===== config.mk =====
export PLATFORM = sky130hd
export DESIGN_NAME = display_timing_480p_flat
export DESIGN_NICKNAME = d
export VERILOG_FILES = /design/src/rtl/display_timing_480p_if.sv /design/src/rtl/display_timing_480p.sv /design/src/flat_wrapper.sv
export SDC_FILE = /design/constraint.sdc
export NUM_CORES = 1
export LEC_CHECK = 0
export ABC_AREA = 1
export ABC_CLOCK_PERIOD_IN_PS = 1700
export BUFFER_PORTS_ARGS = -buffer_cell sky130_fd_sc_hd__buf_2
export CAP_MARGIN = 20
export CORE_MARGIN = 4
export CORE_UTILIZATION = 31
export CTS_BUF_LIST = sky130_fd_sc_hd__clkbuf_8
export DETAILED_ROUTE_END_ITERATION = 8
export GPL_ROUTABILITY_DRIVEN = 0
export PLACE_DENSITY = 0.52
export SYNTH_ARGS = -nofsm -noshare
export SYNTH_HDL_FRONTEND = slang
export SYNTH_SLANG_ARGS = --single-unit
export TNS_END_PERCENT = 1

===== constraint.sdc =====
create_clock -name clk_pix -period 1.7 [get_ports clk_pix]
set_input_delay 0.34 -clock clk_pix [delete_from_list [all_inputs] [get_ports clk_pix]]
set_output_delay 0.34 -clock clk_pix [all_outputs]
set_load 0.01 [all_outputs]

===== src/rtl/display_timing_480p_if.sv =====
// Video timing bundle: coordinates, syncs, data-enable and line/frame strobes.
// frame_cnt exists only when DISPLAY_FRAME_CNT_EN is defined.
interface display_timing_480p_if #(
  parameter int CORDW = 10
);
  logic [CORDW-1:0] sx;
  logic [CORDW-1:0] sy;
  logic             hsync;
  logic             vsync;
  logic             de;
  logic             line;
  logic             frame;
`ifdef DISPLAY_FRAME_CNT_EN
  logic [7:0]       frame_cnt;
`endif

  // All signals are registered in the timing generator; there is no handshake,
  // the sink simply samples every pixel clock.
  modport master (
    output sx, sy, hsync, vsync, de, line, frame
`ifdef DISPLAY_FRAME_CNT_EN
    , output frame_cnt
`endif
  );

  modport slave (
    input sx, sy, hsync, vsync, de, line, frame
`ifdef DISPLAY_FRAME_CNT_EN
    , input frame_cnt
`endif
  );
endinterface


===== src/rtl/display_timing_480p.sv =====
// 640x480@60 display timing generator on the 25 MHz pixel clock.
// Optional 8-bit frame counter enabled by DISPLAY_FRAME_CNT_EN.
module display_timing_480p #(
  parameter int CORDW  = 10,
  parameter int H_RES  = 640,
  parameter int H_FP   = 16,
  parameter int H_SYNC = 96,
  parameter int H_BP   = 48,
  parameter int V_RES  = 480,
  parameter int V_FP   = 10,
  parameter int V_SYNC = 2,
  parameter int V_BP   = 33
) (
  input  logic                    clk_pix,
  input  logic                    rst,
  display_timing_480p_if.master   vid
);

  localparam int H_TOT  = H_RES + H_FP + H_SYNC + H_BP;
  localparam int V_TOT  = V_RES + V_FP + V_SYNC + V_BP;
  localparam int HS_STA = H_RES + H_FP;
  localparam int HS_END = HS_STA + H_SYNC - 1;
  localparam int VS_STA = V_RES + V_FP;
  localparam int VS_END = VS_STA + V_SYNC - 1;

  localparam logic [CORDW-1:0] H_MAX    = CORDW'(H_TOT - 1);
  localparam logic [CORDW-1:0] V_MAX    = CORDW'(V_TOT - 1);
  localparam logic [CORDW-1:0] H_RES_C  = CORDW'(H_RES);
  localparam logic [CORDW-1:0] V_RES_C  = CORDW'(V_RES);
  localparam logic [CORDW-1:0] HS_STA_C = CORDW'(HS_STA);
  localparam logic [CORDW-1:0] HS_END_C = CORDW'(HS_END);
  localparam logic [CORDW-1:0] VS_STA_C = CORDW'(VS_STA);
  localparam logic [CORDW-1:0] VS_END_C = CORDW'(VS_END);

  logic [CORDW-1:0] sx_q, sx_d;
  logic [CORDW-1:0] sy_q, sy_d;
  logic             hsync_q, hsync_d;
  logic             vsync_q, vsync_d;
  logic             de_q, de_d;
  logic             line_q, line_d;
  logic             frame_q, frame_d;
`ifdef DISPLAY_FRAME_CNT_EN
  logic [7:0]       frame_cnt_q, frame_cnt_d;
`endif

  // Decode uses the next-state counters so the registered flags line up
  // with the registered coordinates in the same cycle.
  always_comb begin
    sx_d = sx_q + CORDW'(1);
    sy_d = sy_q;
    if (sx_q == H_MAX) begin
      sx_d = '0;
      sy_d = (sy_q == V_MAX) ? '0 : sy_q + CORDW'(1);
    end
    hsync_d = !((sx_d >= HS_STA_C) && (sx_d <= HS_END_C));
    vsync_d = !((sy_d >= VS_STA_C) && (sy_d <= VS_END_C));
    de_d    = (sx_d < H_RES_C) && (sy_d < V_RES_C);
    line_d  = (sx_d == '0);
    frame_d = (sx_d == '0) && (sy_d == '0);
  end

`ifdef DISPLAY_FRAME_CNT_EN
  always_comb begin
    frame_cnt_d = frame_cnt_q;
    if (frame_d) frame_cnt_d = frame_cnt_q + 8'd1;
  end
`endif

  // Reset parks the counters on the last pixel so the first edge lands on (0,0).
  always_ff @(posedge clk_pix or posedge rst) begin
    if (rst) begin
      sx_q        <= H_MAX;
      sy_q        <= V_MAX;
      hsync_q     <= 1'b1;
      vsync_q     <= 1'b1;
      de_q        <= 1'b0;
      line_q      <= 1'b0;
      frame_q     <= 1'b0;
`ifdef DISPLAY_FRAME_CNT_EN
      frame_cnt_q <= 8'd0;
`endif
    end else begin
      sx_q        <= sx_d;
      sy_q        <= sy_d;
      hsync_q     <= hsync_d;
      vsync_q     <= vsync_d;
      de_q        <= de_d;
      line_q      <= line_d;
      frame_q     <= frame_d;
`ifdef DISPLAY_FRAME_CNT_EN
      frame_cnt_q <= frame_cnt_d;
`endif
    end
  end

  assign vid.sx    = sx_q;
  assign vid.sy    = sy_q;
  assign vid.hsync = hsync_q;
  assign vid.vsync = vsync_q;
  assign vid.de    = de_q;
  assign vid.line  = line_q;
  assign vid.frame = frame_q;
`ifdef DISPLAY_FRAME_CNT_EN
  assign vid.frame_cnt = frame_cnt_q;
`endif

endmodule


===== src/flat_wrapper.sv =====
// flat-port wrapper written by rule: the top's interface ports become plain ports
module display_timing_480p_flat 
#(
  parameter int CORDW  = 10,
  parameter int H_RES  = 640,
  parameter int H_FP   = 16,
  parameter int H_SYNC = 96,
  parameter int H_BP   = 48,
  parameter int V_RES  = 480,
  parameter int V_FP   = 10,
  parameter int V_SYNC = 2,
  parameter int V_BP   = 33
)
  (clk_pix, rst, vid_sx, vid_sy, vid_hsync, vid_vsync, vid_de, vid_line, vid_frame);
  display_timing_480p_if #(.CORDW(CORDW)) vid_i ();
  input  logic clk_pix;
  input  logic rst;
  output wire logic [$bits(vid_i.sx)-1:0] vid_sx;
  output wire logic [$bits(vid_i.sy)-1:0] vid_sy;
  output wire logic [$bits(vid_i.hsync)-1:0] vid_hsync;
  output wire logic [$bits(vid_i.vsync)-1:0] vid_vsync;
  output wire logic [$bits(vid_i.de)-1:0] vid_de;
  output wire logic [$bits(vid_i.line)-1:0] vid_line;
  output wire logic [$bits(vid_i.frame)-1:0] vid_frame;
  assign vid_sx = vid_i.sx;
  assign vid_sy = vid_i.sy;
  assign vid_hsync = vid_i.hsync;
  assign vid_vsync = vid_i.vsync;
  assign vid_de = vid_i.de;
  assign vid_line = vid_i.line;
  assign vid_frame = vid_i.frame;
  display_timing_480p #(.CORDW(CORDW), .H_RES(H_RES), .H_FP(H_FP), .H_SYNC(H_SYNC), .H_BP(H_BP), .V_RES(V_RES), .V_FP(V_FP), .V_SYNC(V_SYNC), .V_BP(V_BP)) u_core (.clk_pix(clk_pix), .rst(rst), .vid(vid_i));
endmodule

==> metrics.yaml <==
global_routing:
  first_global_vias: 1384
  overflow_after_grt: 0
  grt_start_max_net_pins: 26
  grt.total_usage_pct: 12.4
  antenna_found_initial: 0
  grt_first_pass_wirelength_um: 6120
layout:
  finalNetCount: 274
  num_antenna_cells: 0
  area_delta_synth_final_pct: 40.3
  fraction_of_layout_instances_using_a_drive_strength_above_1_pct: 42.7
  nFillCells: 500
  ff_latch_area_um2: 641
  multi_input_area_um2: 759
cts:
  path_clk_slew_ns: 0.09
  clk_root_buffer_cell: "sky130_fd_sc_hd__clkbuf_8"
  cts-hold-fix-buffers: 0
  cts_sinks: 25
  clock_insertion_delay_worst_skew_ns: 0.27
  tritoncts: "done"
  clk_path_buf_depth: 2
  number_of_cts_inserted_buffers: 3
  cts_max_level: 1
place:
  port_buffers: 26
  post-dp-hpwl_um: 2810
  post-place-ws_ns: -0.174
floorplanning:
  initial_cell_density_of_the_core_pct: 31.8
  die_x_um: 77.7
  ios: 27
  die_h_um: 77.7
  std_cell_rows: 25
  placeableCoreArea_mm2: 0.00472
  floorplan.die_area_mm2: 0.00603
timing:
  timing.final.max_slew_violations: 0
  layout_min_cycle_time_ns: 1.76
  finalHoldViolations: 0
  rsz0062_at_grt: "yes"
  worst_slew_pin_slew_ns: 0.334
  clock-skew-final_ns: 0.00198
  final_critical_path_setup_slack_ns: -0.0553
  fmax_ghz: 0.570
  min_period_over_period_pct: 103
  finalSetupViolations: 4
  relSlewSlack_pct: 77.6
logic_synthesis:
  synth_seq_area_share_pct: 42.6
  post_synth_edffs: 0
  share_of_the_synthesized_area_in_the_top_cell_type_pct: 21.6
  synth_area_per_cell_um2: 7.56
  synth_top_cells_by_area: "sky130_fd_sc_hd__dfrtp_1 22%, sky130_fd_sc_hd__dfstp_2 21%, sky130_fd_sc_hd__nand2_1 12%, sky130_fd_sc_hd__inv_1 8.7%, sky130_fd_sc_hd__nand3_1 7.0%"
  yosys-top-cells-count: "48 x sky130_fd_sc_hd__nand2_1, 35 x sky130_fd_sc_hd__inv_1, 23 x sky130_fd_sc_hd__nor2_1"
  share_of_synthesized_flip_flops_with_an_asynchronous_set_or_reset_pct: 100
  ys_ff_latch: 25
  cell_with_the_most_instances_after_synthesis: "sky130_fd_sc_hd__nand2_1"
  mappedNetlistNets: 205
  synth.yosys.warnings: 0
  synthesis.area_mm2: 0.00150
  synth_ff_type: "sky130_fd_sc_hd__dfrtp_1"
  syn-instance-count: 199
  ys_types: 24
  netlist.top_cell.by_area: "sky130_fd_sc_hd__dfrtp_1"
route:
  avgViaCountPerCell: 4.34
  firstDrtPassIters: 4
  num_vias: 1451
  drc: 0
  wl_per_cell_um: 10.8
  detail_route.iter0.violations: 77
  postRouteWirelength_um: 3620
  antenna_violating_nets_post_route: 0
worst_setup_path:
  timing.critical_path.to_type: "flop"
  setup.worst_path.start: "u_core.vid.sx[1]"
  timing.critical_path.arrival_ns: 1.96
  path_max_fanout: 6
  path_class: "reg -> reg"
  critical_path.cell_chain: "ha_4 -> nand2_4 -> nor2_4 -> nand3_4 -> nand2_1 -> nand3_1 -> nand2_2 -> nand2_1 -> nor2_2 -> nand3_1 -> nor2_1"
  rr_startpoint: "u_core.vid.sx[1]"
  cp-start-kind: "flop"
  crit_slowest_cell: "sky130_fd_sc_hd__dfstp_2"
  crit_required_ns: 1.90
  critical_path.max_stage_delay_ns: 0.56
hold_path:
  hold_path_class: "in -> async"
power_and_ir_drop:
  power_per_cell_area_mw_per_mm2: 455
  ir_drop_v: 0.000218
  power.total_mw: 0.960
  total_leakage_power_nw: 1.18
job:
  timing.max_cap.violations: 0
outcome:
  failed_checks: "setup timing"
  run_status: "complete, but fails checks"
[flip-flops by register name, summed over array words and instances, names as in the netlist]
signal	flops
u_core.vid.sx	10
u_core.vid.line	1
u_core.vid.sy	10
u_core.vid.de	1
u_core.vid.vsync	1
u_core.vid.frame	1
u_core.vid.hsync	1
[power by group]
part           internal, mW  total, mW  switching (mW)
combinational       0.00251     0.0145          0.0120
sequential            0.596      0.596               0
clock                 0.164      0.350           0.186
total                 0.762      0.960           0.198
[through the flow]
step / cell area, um^2 / hold slack, ns / utilization, % / setup TNS [ns] / instances
after floorplan: 1530 / 0.358 / - / -0.0145 / 199
after global placement: 2020 / 0.407 / 42.8 / -0.410 / 329
after detailed placement: 2020 / 0.413 / 42.8 / -0.651 / 329
after CTS: 2100 / 0.116 / 44.5 / -0.235 / 334
after global routing: 2110 / 0.133 / 44.7 / -0.940 / 334
final: 2110 / 0.109 / 44.7 / -0.183 / 334
[worst max-delay path: cells and delay by family (launching register included)]
kind	cells	cell delay, ns
simple gates	10	0.99
flops	1	0.56
fa+ha+maj	1	0.15
[path summary, 6_finish.rpt]
check                                   end  slack (ns)  depth (start not counted)
setup / recovery           u_core.vid.frame       -0.06                         11
hold / removal                u_core.vid.de        0.11                          3
setup reg to reg           u_core.vid.frame       -0.06                         11
hold reg to reg            u_core.vid.sy[8]        0.66                          2
max in group asynchronous  u_core.vid.sx[1]        1.29                          3
min in group clk_pix       u_core.vid.sy[8]        0.66                          2
[cell type report]
class                      count  area share, %
multi-input combinational    135           36.0
sequential                    25           30.3
clock buffer                   3           1.96
tap                           67           3.97
clock inverter                 1          0.237
timing repair buffer          65           20.6
inverter                      38           6.88
[logic make-up (layout without fill, tap and decap cells)]
logic type	after synthesis	after routing	synth area share, %
DFF	25	25	42.6
and+or+nand+nor	118	119	37.7
buffers and inverters	40	107	11.2
adders and majority gates	4	4	3.33
AOI/OAI and AO/OA	12	12	5.16
[layer usage]
layer  vias up  part of all wire, %  GRT usage [%]
met1       662                   47           16.0
met5         -                    0              0
li1        761                    -              -
met4         0                 0.83           2.67
met3         4                  3.0           2.09
met2        24                   49           21.7
[layout by cell type (no fill, tap or decap), drive strengths merged, types with 4 or more instances in the layout]
master / n
inv: 38
nand4: 6
buf: 65
ha: 4
dfrtp: 13
nand2: 56
nor2: 28
dfstp: 12
o21ai: 8
nand3: 25
[what timing repair did]
action / 4_1_cts / 5_1_grt
pin swaps: 3 / 6
setup endpoints to repair: 5 / 7
setup buffers: 0 / 0
resized for setup: 7 / 6
cloned: 1 / 0
No activity file was read; power rests on OpenSTA's default activity.
